[src/rtl/serial_subtractor.sv]
// Bit-serial subtractor: computes in1 - in2 - b_in one bit per clock, LSB first,
// and presents the difference, borrow-out, zero and overflow flags at completion.
module serial_subtractor #(
    parameter int WIDTH = 32
) (
    input  logic             clk,
    input  logic             rst_n,
    input  logic             start,
    input  logic [WIDTH-1:0] in1,
    input  logic [WIDTH-1:0] in2,
    input  logic             b_in,
    output logic             busy,
    output logic             done,
    output logic [WIDTH-1:0] diff,
    output logic             b_out,
    output logic             zero,
    output logic             ovf
);

    localparam int CW = (WIDTH > 2) ? $clog2(WIDTH) : 1;
    localparam logic [CW-1:0] LAST_BIT = CW'(WIDTH - 1);

    typedef enum logic [1:0] {
        ST_IDLE = 2'd0,
        ST_RUN  = 2'd1,
        ST_DONE = 2'd2
    } state_t;

    state_t           state_q, state_d;
    logic [CW-1:0]    cnt_q, cnt_d;
    logic [WIDTH-1:0] a_q, a_d;
    logic [WIDTH-1:0] b_q, b_d;
    logic [WIDTH-1:0] r_q, r_d;
    logic             br_q, br_d;
    logic             busy_q, busy_d;
    logic             done_q, done_d;
    logic [WIDTH-1:0] diff_q, diff_d;
    logic             b_out_q, b_out_d;
    logic             zero_q, zero_d;
    logic             ovf_q, ovf_d;

    logic             bit_a_s;
    logic             bit_b_s;
    logic             d_bit_s;
    logic             br_nxt_s;
    logic [WIDTH-1:0] res_nxt_s;

    // One full-subtractor slice operating on the current LSBs of the operand shifters.
    always_comb begin
        bit_a_s   = a_q[0];
        bit_b_s   = b_q[0];
        d_bit_s   = bit_a_s ^ bit_b_s ^ br_q;
        br_nxt_s  = (~bit_a_s & bit_b_s) | (~(bit_a_s ^ bit_b_s) & br_q);
        res_nxt_s = {d_bit_s, r_q[WIDTH-1:1]};
    end

    // Next-state, datapath and result-capture logic.
    always_comb begin
        state_d = state_q;
        cnt_d   = cnt_q;
        a_d     = a_q;
        b_d     = b_q;
        r_d     = r_q;
        br_d    = br_q;
        diff_d  = diff_q;
        b_out_d = b_out_q;
        zero_d  = zero_q;
        ovf_d   = ovf_q;

        case (state_q)
            ST_IDLE, ST_DONE: begin
                if (start) begin
                    state_d = ST_RUN;
                    cnt_d   = {CW{1'b0}};
                    a_d     = in1;
                    b_d     = in2;
                    r_d     = {WIDTH{1'b0}};
                    br_d    = b_in;
                end else begin
                    state_d = ST_IDLE;
                end
            end
            ST_RUN: begin
                a_d  = {1'b0, a_q[WIDTH-1:1]};
                b_d  = {1'b0, b_q[WIDTH-1:1]};
                r_d  = res_nxt_s;
                br_d = br_nxt_s;
                if (cnt_q == LAST_BIT) begin
                    // On the last bit a/b LSBs are the original MSBs, needed for overflow.
                    state_d = ST_DONE;
                    diff_d  = res_nxt_s;
                    b_out_d = br_nxt_s;
                    zero_d  = (res_nxt_s == {WIDTH{1'b0}});
                    ovf_d   = (bit_a_s != bit_b_s) && (d_bit_s != bit_a_s);
                end else begin
                    cnt_d = cnt_q + CW'(1);
                end
            end
            default: begin
                state_d = ST_IDLE;
            end
        endcase

        busy_d = (state_d == ST_RUN);
        done_d = (state_d == ST_DONE);
    end

    // State and datapath registers with asynchronous clear.
    always_ff @(posedge clk or negedge rst_n) begin
        if (!rst_n) begin
            state_q <= ST_IDLE;
            cnt_q   <= {CW{1'b0}};
            a_q     <= {WIDTH{1'b0}};
            b_q     <= {WIDTH{1'b0}};
            r_q     <= {WIDTH{1'b0}};
            br_q    <= 1'b0;
            busy_q  <= 1'b0;
            done_q  <= 1'b0;
            diff_q  <= {WIDTH{1'b0}};
            b_out_q <= 1'b0;
            zero_q  <= 1'b0;
            ovf_q   <= 1'b0;
        end else begin
            state_q <= state_d;
            cnt_q   <= cnt_d;
            a_q     <= a_d;
            b_q     <= b_d;
            r_q     <= r_d;
            br_q    <= br_d;
            busy_q  <= busy_d;
            done_q  <= done_d;
            diff_q  <= diff_d;
            b_out_q <= b_out_d;
            zero_q  <= zero_d;
            ovf_q   <= ovf_d;
        end
    end

    assign busy  = busy_q;
    assign done  = done_q;
    assign diff  = diff_q;
    assign b_out = b_out_q;
    assign zero  = zero_q;
    assign ovf   = ovf_q;

endmodule

[config.mk]
export PLATFORM = sky130hd
export DESIGN_NAME = serial_subtractor
export DESIGN_NICKNAME = d
export VERILOG_FILES = /design/src/rtl/serial_subtractor.sv
export SDC_FILE = /design/constraint.sdc
export NUM_CORES = 1
export LEC_CHECK = 0
export BUFFER_PORTS_ARGS = -buffer_cell sky130_fd_sc_hd__buf_2
export CAP_MARGIN = 20
export CORE_MARGIN = 8
export CORE_UTILIZATION = 50
export DETAILED_ROUTE_END_ITERATION = 10
export HOLD_SLACK_MARGIN = 0.05
export PLACE_DENSITY = 0.73
export SLEW_MARGIN = 20
export SYNTH_ARGS = -nofsm -noshare
export SYNTH_HDL_FRONTEND = slang
export SYNTH_SLANG_ARGS = --single-unit
[constraint.sdc]
create_clock -name clk -period 3.2 [get_ports clk]
set_input_delay 0.8 -clock clk [delete_from_list [all_inputs] [get_ports clk]]
set_output_delay 0.8 -clock clk [all_outputs]
set_load 0.03 [all_outputs]
# --- After elaboration in Yosys (flattened, before gate mapping) ---
# Cells that the tools add are included.
classes:
  addsub: 1
  n_eq_ne: 9
  n_mux: 14
  bitwise_logic: 7
  n_reduce_logical: 8
op_table:
  columns: ["cell", "n"]
  rows:
  - ["$pmux 32 s2", 3]
  - ["$mux 32", 3]
  - ["$logic_not 32->1", 1]
  - ["$mux 5", 2]
  - ["$pmux 5 s2", 1]
  - ["$add 5x1->5 const B", 1]
  - ["$eq 5x5->1 const B", 1]
  - ["$eq 2x1->1 const B", 2]
  - ["$eq 2x2->1 const B", 2]
  - ["$ne 2x2->1 const B", 2]
  - ["$pmux 2 s2", 1]
  - ["$reduce_and 2->1", 2]
  - ["$reduce_and 3->1", 1]
  - ["$and 1x1->1", 2]
  - ["$logic_not 2->1", 1]
  - ["$mux 1", 2]
  - ["$mux 2", 1]
  - ["$ne 1x1->1", 2]
  - ["$not 1->1", 2]
  - ["$pmux 1 s2", 1]
  - ["$reduce_bool 2->1", 1]
  - ["$reduce_or 2->1", 1]
  - ["$xor 1x1->1", 2]
  - ["$logic_and 1x1->1", 1]
  - ["$or 1x1->1", 1]
word_totals:
  reg_bits: 141
  inputBits: 68
  output_inout_bits: 37

# --- Depth between registers and ports, before layout ---
# Gate-level depths: netlist (run 1).
logic_depth:
  ltp_word: 5
  depth_mapped: 7

# --- Least setup slack after synthesis (run 1) ---
# OpenSTA, ideal clock, no wires.
synth_timing:
  path_kind: "reg2reg"
  startpoint: "reg cnt_q[0]"
  endpoint: "reg diff_q[29], in the netlist diff[29]"
  arrival_ns: 1.735
  t_required_ns: 3.075
  path_slack_ns: 1.340
  path_stages_with_launch: 7
  synth_period_minus_slack_ns: 1.860
  cell_sequence: "dfrtp_1 ha_1 and3_1 ha_1 nand3b_1 clkbuf_1 mux2_2"
synth_between:
  elab_chain_len: 2
synth_lines:
  columns: ["item", "line", "text"]
  rows:
  - ["start, declared", "30", "logic [CW-1:0] cnt_q, cnt_d;"]
  - ["start signal, assigned", "112", "cnt_q <= {CW{1'b0}};"]
  - ["start signal, assigned", "125", "cnt_q <= cnt_d;"]
  - ["$eq 5x5->1", "88", "if (cnt_q == LAST_BIT) begin"]
  - ["$reduce_and 2->1 (no source line)", null, null]
  - ["end signal, assigned", "119", "diff_q <= {WIDTH{1'b0}};"]
  - ["end signal, assigned", "132", "diff_q <= diff_d;"]
  - ["end, declared", "37", "logic [WIDTH-1:0] diff_q, diff_d;"]
# Every way passes these cells.
# A chain may end at the register's enable or synchronous reset.

# --- Worst setup path in the final report (run 1) ---
layout_timing:
  startpoint: "reg cnt_q[0]"
  endpoint: "reg diff_q[19], in the netlist diff[19]"
# Same word-level chain as after synthesis.

==> results.toml, run 1 <==
[outcome]
status = "finished clean"

[cells_and_area]
seqCellArea_mm2 = 0.00350
final_cell_mix = "dfrtp_1, nand2_1, buf_2, nor2_1, a31oi_1"
instances_no_fill = 791
antenna_cells = 0
fin_util_pct = 60.9
final_common_cell = "dfrtp_1"
finalNetCount = 712
area_delta_synth_final_pct = 19.6
multi_input_area_mm2 = 0.00209
nFillCells = 962
drive_gt1_share_pct = 26.7
design_area_mm2 = 0.00689

[sta]
finalMaxSlewViolations = 0
tns_ns = 0
period_share_pct = 65.7
fmax_mhz = 475
setup_ws_ns = 1.10
rsz0062_at_grt = "no"
hold_ws_ns = 0.389
finalSetupViolations = 0
fin_skew_ns = 0.00604
tightest_slew_ns = 0.733
hold_violations = 0
fin_crit_ns = 2.10
slew_headroom_pct = 51.1

[clocking]
clkTransAtPathRegs_ns = 0.05
cts_buffer_depth = 2
cts_made_buffers = 17
cts.sinks = 140
cts-resized-gates = 0
cts-root-buf = "clkbuf_16"
cts_setup_buffers = 0
cts_tree = "built"
h-tree-depth = 4
insertion_delay_ns = 0.41
hold_buffers = 0

[routing]
drtPass1Iterations = 4
totalWireLength_um = 12200
vias_per_cell = 5.45
vias = 4308
drc = 0
drtAntennaViolNets = 0
wl_per_cell_um = 15.5
initialDrtViolationCount = 312

[power]
switching_share_pct = 35.7
p_switching_mw = 2.43
power.share.clock_pct = 24.3
p_total_mw = 6.79
p_leak_nw = 3.42
p_per_area_mw_per_mm2 = 985
peakVddDrop_uv = 570
seqPwrFrac_pct = 43.6
power.internal_mw = 4.37
p_comb_share_pct = 32.1

[critical_path]
worst_path_largest_cell_delay_ns = 0.42
cp_common_cell = "ha_1"
path_max_fanout = 40
cp-start-kind = "flop"
worst_ep_arrival_time_ns = 2.39
critPathKind = "flop to flop"
end_kind = "flop"
slowest_stage = "buf_4"
crit_required_ns = 3.49
path_delay_family = "adder cells"
crit_buf_inv = 1
path_cells = "ha_1 > and3_1 > ha_1 > nand3b_1 > buf_4 > mux2_2"

[logic_synthesis]
synth_edf_count = 0
post_synth_instance_area_mm2 = 0.00576
ys_types = 27
ys_ff_latch = 140
synthCells = 547
synth_fp_nets = 619
async_flop_share_pct = 100
yosysSeqAreaShare_pct = 60.8
synth_ff_type = "dfrtp_1"
yosysWarnings = 0
syn_avg_cell_area_um2 = 10.5

[placement]
hpwl_um = 8140
dp.cells = 764
portBuffers = 104
post-place-ws_ns = 1.09
gp_congestion = 0.750
place_area_mm2 = 0.00640

[floorplan]
io_pins = 105
die_w_um = 123
die-area_mm2 = 0.0152
initial_utilization_pct = 50.9
coreArea_mm2 = 0.0113
die_height_um = 123
rows = 39

[hold_path]
hold_path_class = "input port to async pin"

[global_route]
grt_pass1_wl_um = 20500
grt_overflow = 0
grt_pass1_vias = 4223
antenna_found_initial = 0
grt_util_all_layers_pct = 16.9
grt_max_degree = 79

[flow_run]
maxCapViolations = 0
[per-layer routing]
metal  wire length, µm  global-route usage (%)
met5                 0                       0
met4               126                    5.87
met3               836                    5.16
met2              5530                    25.7
met1              5740                    22.5
[Yosys cell counts, types with 2 or more instances]
cell	n	area [µm²]
dfrtp_1	140	3500
nor4_1	7	43.8
clkbuf_1	12	45.0
nor3b_1	3	22.5
a22o_1	32	280
buf_2	27	135
xor2_1	2	17.5
mux2_2	32	360
ha_1	3	37.5
a31oi_1	63	394
nor2b_1	2	12.5
inv_1	4	15.0
o31ai_1	3	22.5
o21ai_0	6	30.0
nand2_1	134	503
nand2b_1	2	12.5
nor2_1	64	240
nand4_1	2	12.5
[registers in the layout, summed over array words and instances (netlist names), 2 cells and up]
name,cells
a_q,32
diff,32
b_q,32
state_q,2
cnt_q,5
r_q,31
[kinds of logic (layout without fill, tap and decap cells)]
kind of cell | count (synthesis) | after routing | share of synthesized area, %
and+or+nand+nor | 219 | 219 | 15.3
adders and majority gates | 4 | 4 | 0.999
AOI/OAI and AO/OA | 107 | 107 | 13.0
DFF | 140 | 140 | 60.8
buffers and inverters | 43 | 144 | 3.39
xor gates and xnor gates | 2 | 2 | 0.304
muxes | 32 | 32 | 6.25
[path summary, 6_finish.rpt]
path,start,endpoint,slack [ns],cells past startpoint
worst max-delay path,cnt_q[0]$_DFFE_PN0P_,diff[19]$_DFFE_PN0P_,1.10,6
worst min-delay path,rst_n,diff[27]$_DFFE_PN0P_,0.39,1
worst max register to register,cnt_q[0]$_DFFE_PN0P_,diff[19]$_DFFE_PN0P_,1.10,6
worst min register to register,diff[31]$_DFFE_PN0P_,diff[31]$_DFFE_PN0P_,0.48,2
max in group asynchronous,rst_n,a_q[7]$_DFFE_PN0P_,1.98,2
min in group clk,diff[31]$_DFFE_PN0P_,diff[31]$_DFFE_PN0P_,0.48,2
[worst register-to-register path, cell delays in order (launching register included)]
cell and delay [ns]:
dfrtp_1 0.40, ha_1 0.22, and3_1 0.18, ha_1 0.25
nand3b_1 0.11, buf_4 0.42, mux2_2 0.41
[power groups by stage]
| stage | combinational [mW] | clock (mW) | sequential [mW] |
|---|---|---|---|
| 6_report | 2.18 | 1.65 | 2.96 |
| 5_1_grt | 2.45 | 1.77 | 3.05 |
| 4_1_cts | 2.22 | 1.68 | 2.96 |
| 3_5_place_dp | 2.21 | 0 | 2.97 |
| 3_3_place_gp | 2.12 | 0 | 2.94 |
| 2_1_floorplan | 1.47 | 0 | 3.09 |
[layout make-up]
class	instances	area share (%)
Tap cell	143	2.60
Multi-Input combinational cell	364	30.3
Sequential cell	140	50.8
Clock inverter	4	0.290
Inverter	4	0.218
Timing Repair Buffer	113	8.99
Clock buffer	23	6.79
Note: power is estimated with default switching activity, not from simulation.
==> run 2, diff against run 1 <==
- ABC_AREA: not set -> 1
- PLACE_DENSITY: 0.73 -> 0.75
- clock period: 3.2 -> 1.8 ns (I/O delays scaled with it)
==> run 2 against run 1 <==
First-iteration DRC count is 14% higher. Synthesized cell count is 16% higher. Combinational power grew to 2.8 times the previous value. Clock power is 91% higher. Clock skew is 0.0018 ns lower. Clock-buffer cell count is 2 higher. Largest cell class unchanged.
==> results.toml, run 2 <==
[logic_synthesis]
synth.area.top_cells = "dfrtp_1, o211ai_1, nand2_1"
synth_top_area_share_pct = 59.0
ys_ff_latch = 140
yosysWarnings = 0
synth_top_cell_by_area = "dfrtp_1"
synthCells = 637
yosys.cell_count.top_type = "dfrtp_1"
syn_avg_cell_area_um2 = 9.32
async_flop_share_pct = 100
synth_edf_count = 0
yosysSeqAreaShare_pct = 59.0
ys_types = 23
synth_ff_type = "dfrtp_1"
yosys-top-cells-count = "dfrtp_1, nand2_1, inv_1, o21ai_0, o211ai_1"
post_synth_instance_area_mm2 = 0.00593
synth_fp_nets = 709

[critical_path]
cp-start-kind = "flop"
rr_worst_depth = 10
slowest_stage = "dfrtp_1"
crit_required_ns = 2.10
reg2reg_from = "cnt_q[0]$_DFFE_PN0P_"
cp_common_cell = "nor2_1"
worst_path_largest_cell_delay_ns = 0.41
path_cells = "ha_1 > nand2_1 > nor2_1 > ha_1 > nor2_1 > inv_2 > nor2_1 > nand2_1 > nand2_1 > nor2_1"
path_max_fanout = 8
critPathKind = "flop to flop"
worst_ep_arrival_time_ns = 2.01
reg2reg_to = "cnt_q[3]$_DFFE_PN0P_"
critPathLaunch = "cnt_q[0]$_DFFE_PN0P_"
crit_path_end = "cnt_q[3]$_DFFE_PN0P_"
end_kind = "flop"
regToRegSetupSlack_ns = 0.09

[sta]
slew_headroom_pct = 75.3
finalSetupViolations = 0
tightest_slew_ns = 0.370
hold_violations = 0
rsz0062_at_grt = "yes"
period_share_pct = 94.7
fin_crit_ns = 1.71
finalMaxSlewViolations = 0
fmax_mhz = 586
hold_ws_ns = 0.265
fin_skew_ns = 0.00426

[routing]
drc = 0
vias = 4619
drtPass1Iterations = 7
initialDrtViolationCount = 357
totalWireLength_um = 12300
wl_per_cell_um = 13.9
vias_per_cell = 5.20
drtAntennaViolNets = 0

[clocking]
h-tree-depth = 4
cts_setup_buffers = 0
clkTransAtPathRegs_ns = 0.05
cts_made_buffers = 17
cts.sinks = 140
cts-root-buf = "clkbuf_16"
cts_tree = "built"
insertion_delay_ns = 0.41
cts_buffer_depth = 2

[placement]
dp.cells = 855
portBuffers = 104
gp_congestion = 0.749
hpwl_um = 8430

[global_route]
busiest_layer = "met2"
gr-usage-met1_pct = 21.0
antenna_found_initial = 1
grt_overflow = 0
grt_pass1_vias = 4622
grt_util_met3_pct = 5.23
use_met2_pct = 25.4
grt_pass1_wl_um = 21400
grt_util_all_layers_pct = 16.6
grt_max_degree = 95

[cells_and_area]
drive_gt1_share_pct = 20.1
finalNetCount = 804
final_common_cell = "dfrtp_1"
antenna_cells = 0
instances_no_fill = 888
nFillCells = 979
area_delta_synth_final_pct = 20.5
final_cell_mix = "dfrtp_1, nand2_1, buf_2, inv_1, o21ai_0"

[floorplan]
die-area_mm2 = 0.0156
die_height_um = 125
die_w_um = 125
initial_utilization_pct = 51.5
io_pins = 105
rows = 39
coreArea_mm2 = 0.0115

[power]
p_total_mw = 14.4
peakVddDrop_uv = 856
p_leak_nw = 3.68
p_per_area_mw_per_mm2 = 2010

[hold_path]
hold_path_class = "input port to flop"

[outcome]
status = "finished clean"

[flow_run]
maxCapViolations = 0
==> run 2: metal layers <==
metal / vias up / wire length, µm
li1: 2300 / -
met4: 2 / 214
met3: 15 / 789
met2: 118 / 5640
met1: 2184 / 5650
met5: - / 16
==> run 2: kinds of logic after synthesis <==
kind of cell	Yosys count	synth area share, %
compound gates	194	19.7
xor+xnor	1	0.148
fa+ha+maj	4	0.970
buf+inv	144	10.1
flops	140	59.0
simple gates	154	10.0
==> run 2: stage by stage <==
| step | instance area (µm²) | setup TNS (ns) | setup slack, ns | util [%] |
|---|---|---|---|---|
| 6_report | 7150 | 0 | 0.0949 | 62.1 |
| 4_1_cts | 7150 | 0 | 0.0730 | 62.0 |
| 3_5_place_dp | 6590 | 0 | 0.0833 | 57.2 |
| 5_1_grt | 7150 | -0.568 | -0.0560 | 62.1 |
| 2_1_floorplan | 5930 | 0 | 0.256 | - |
| 3_3_place_gp | 6590 | 0 | 0.186 | 57.2 |
==> run 2: how the worst min path moves through the flow <==
stage,from,end,slack (ns),cells after the start
final,in2[31],b_q[31]$_DFFE_PN0P_,0.26,3
after detailed placement,rst_n,r_q[27]$_DFFE_PN0P_,0.33,1
after global routing,in1[31],a_q[31]$_DFFE_PN0P_,0.27,3
after global placement,rst_n,diff[26]$_DFFE_PN0P_,0.32,1
after CTS,in2[31],b_q[31]$_DFFE_PN0P_,0.25,3
after floorplan,rst_n,a_q[0]$_DFFE_PN0P_,0.15,0
==> run 2: critical path, delay by kind of cell, from the launching register on <==
kind,cells,cell delay [ns]
buffers and inverters,1,0.11
adder cells (fa/ha/maj),2,0.42
AND/OR/NAND/NOR,7,0.66
flip-flops,1,0.41
==> run 2: what timing repair did <==
action | CTS | global route
hold endpoints to repair | 22 | 0
hold buffers | 1 | 0
gates resized for setup | 0 | 3
endpoints found under the setup margin | 0 | 27
==> run 2: area by class of cell <==
cell class / count / area (µm²) / share of cell area (%)
Clock buffer: 25 / 505 / 7.07
Clock inverter: 7 / 37.5 / 0.525
Inverter: 103 / 388 / 5.42
Multi-Input combinational cell: 353 / 1840 / 25.8
Sequential cell: 140 / 3500 / 49.0
Tap cell: 143 / 179 / 2.50
Timing Repair Buffer: 117 / 697 / 9.74
==> run 2: power breakdown <==
part / switching (mW) / internal (mW) / total, mW
registers: 0.538 / 4.60 / 5.14
clock network: 1.22 / 1.93 / 3.15
logic: 3.92 / 2.20 / 6.12
==> run 3, diff against run 2 <==
--- a/config.mk
+++ b/config.mk
@@ -13,6 +13,6 @@
 export DETAILED_ROUTE_END_ITERATION = 10
 export HOLD_SLACK_MARGIN = 0.05
+export MAX_ROUTING_LAYER = met4
 export PLACE_DENSITY = 0.75
-export SLEW_MARGIN = 20
 export SYNTH_ARGS = -nofsm -noshare
 export SYNTH_HDL_FRONTEND = slang
==> constraint.sdc (replaced) <==
create_clock -name clk -period 1.8 [get_ports clk]
set_input_delay 0.45 -clock clk [delete_from_list [all_inputs] [get_ports clk]]
set_output_delay 0.45 -clock clk [all_outputs]
set_load 0.01 [all_outputs]
==> run 3 against run 2 <==
Worst setup slack improved by 0.0014 ns. Clock-buffer cell count did not move. Flip-flop and latch count did not move. Clock skew rose by 0.00058 ns. Via count fell by 0.43%. Global-route usage rose by 0.58 points. Clock power barely moved. First-iteration DRC count fell by 21%. Wire length rose by 0.14%. Critical endpoint unchanged. Sequential share of layout area barely moved. Hold slack improved by 0.012 ns.
==> results.toml, run 3 (synthesis gave the netlist of run 2 again) <==
[routing]
drtAntennaViolNets = 0
totalWireLength_um = 12300
drc = 0
drtPass1Iterations = 6
vias_per_cell = 5.17
wl_per_cell_um = 13.9
vias = 4599
initialDrtViolationCount = 281

[cells_and_area]
final_common_cell = "dfrtp_1"
final_cell_mix = "dfrtp_1, nand2_1, buf_2, inv_1, o21ai_0"
drive_gt1_share_pct = 20.1
area_delta_synth_final_pct = 20.6
instances_no_fill = 889
finalNetCount = 804
nFillCells = 983

[placement]
gp_congestion = 0.758
portBuffers = 104
hpwl_um = 8430
dp.cells = 855

[critical_path]
slowest_stage = "dfrtp_1"
crit_required_ns = 2.10
critPathKind = "flop to flop"
cp-start-kind = "flop"
end_kind = "flop"
path_cells = "ha_1 > nand2_1 > nor2_1 > ha_1 > nor2_1 > inv_2 > nor2_1 > nand2_1 > nand2_1 > nor2_1"
path_max_fanout = 8
worst_path_largest_cell_delay_ns = 0.41
worst_ep_arrival_time_ns = 2.00
cp_common_cell = "nor2_1"

[clocking]
insertion_delay_ns = 0.41
clkTransAtPathRegs_ns = 0.05
cts-root-buf = "clkbuf_16"
cts_made_buffers = 17
h-tree-depth = 4
cts.sinks = 140
cts_tree = "built"
cts_buffer_depth = 2
cts_setup_buffers = 0

[global_route]
grt_pass1_wl_um = 21500
antenna_found_initial = 1
grt_pass1_vias = 4623
grt_util_all_layers_pct = 17.2
grt_max_degree = 95
grt_overflow = 0

[sta]
hold_violations = 0
finalSetupViolations = 0
fin_skew_ns = 0.00484
tightest_slew_ns = 0.383
rsz0062_at_grt = "yes"
fmax_mhz = 587
slew_headroom_pct = 74.5
period_share_pct = 94.6
fin_crit_ns = 1.70
tns_ns = 0
finalMaxSlewViolations = 0

[hold_path]
hold_path_class = "input port to flop"

[floorplan]
io_pins = 105
die-area_mm2 = 0.0156
coreArea_mm2 = 0.0115
initial_utilization_pct = 51.5
die_w_um = 125
die_height_um = 125
rows = 39

[outcome]
status = "finished clean"

[power]
p_leak_nw = 3.68
peakVddDrop_uv = 856
p_per_area_mw_per_mm2 = 1950
p_total_mw = 14.0

[flow_run]
maxCapViolations = 0
[run 3: final timing paths]
kind,start,end,slack [ns],cells after the start
max,cnt_q[0]$_DFFE_PN0P_,cnt_q[3]$_DFFE_PN0P_,0.1,10
min,in1[31],a_q[31]$_DFFE_PN0P_,0.28,3
max reg2reg,cnt_q[0]$_DFFE_PN0P_,cnt_q[3]$_DFFE_PN0P_,0.1,10
min reg2reg,diff[29]$_DFFE_PN0P_,diff[29]$_DFFE_PN0P_,0.48,2
max in group asynchronous,rst_n,b_q[0]$_DFFE_PN0P_,0.74,3
min in group asynchronous,rst_n,diff[26]$_DFFE_PN0P_,0.50,2
[run 3: area by class of cell]
cell class                      instances  area (µm²)  share of cell area [%]
Antenna cell                            1        2.50                  0.0350
Clock buffer                           25         505                    7.06
Clock inverter                          7        37.5                   0.525
Inverter                              103         388                    5.42
Multi-Input combinational cell        353        1840                    25.8
Sequential cell                       140        3500                    49.0
Tap cell                              143         179                    2.50
Timing Repair Buffer                  117         697                    9.74
[run 3: per-layer routing]
layer / vias to the layer above / wire [µm] / GRT usage (%)
met4: 0 / 145 / 7.88
met5: - / 0 / -
met2: 112 / 5700 / 25.4
met1: 2175 / 5810 / 21.5
li1: 2303 / - / -
met3: 9 / 679 / 5.06
[run 3: repair_timing]
action | in CTS | in global routing
hold endpoints to repair | 22 | 0
hold buffers | 1 | 0
setup endpoints to repair | 0 | 27
gates resized for setup | 0 | 3
[run 3: stage by stage]
stage	hold slack, ns	util, %	setup WS, ns	instance area [µm²]
final	0.277	62.1	0.0963	7160
after global placement	0.323	57.2	0.186	6590
after CTS	0.254	62.0	0.0730	7150
after floorplan	0.154	-	0.258	5930
after global routing	0.267	62.1	-0.0562	7160
after detailed placement	0.327	57.2	0.0833	6590
[run 3: critical path, delay by kind of cell (launching register included)]
family / cells / cell delay [ns]
fa+ha+maj: 2 / 0.42
buf+inv: 1 / 0.11
flops: 1 / 0.41
simple gates: 7 / 0.66
[run 3: report_power, final]
part           internal (mW)  switching [mW]  total [mW]
Sequential              4.60           0.536        5.14
Combinational           2.19            3.49        5.68
Clock                   1.93            1.22        3.15
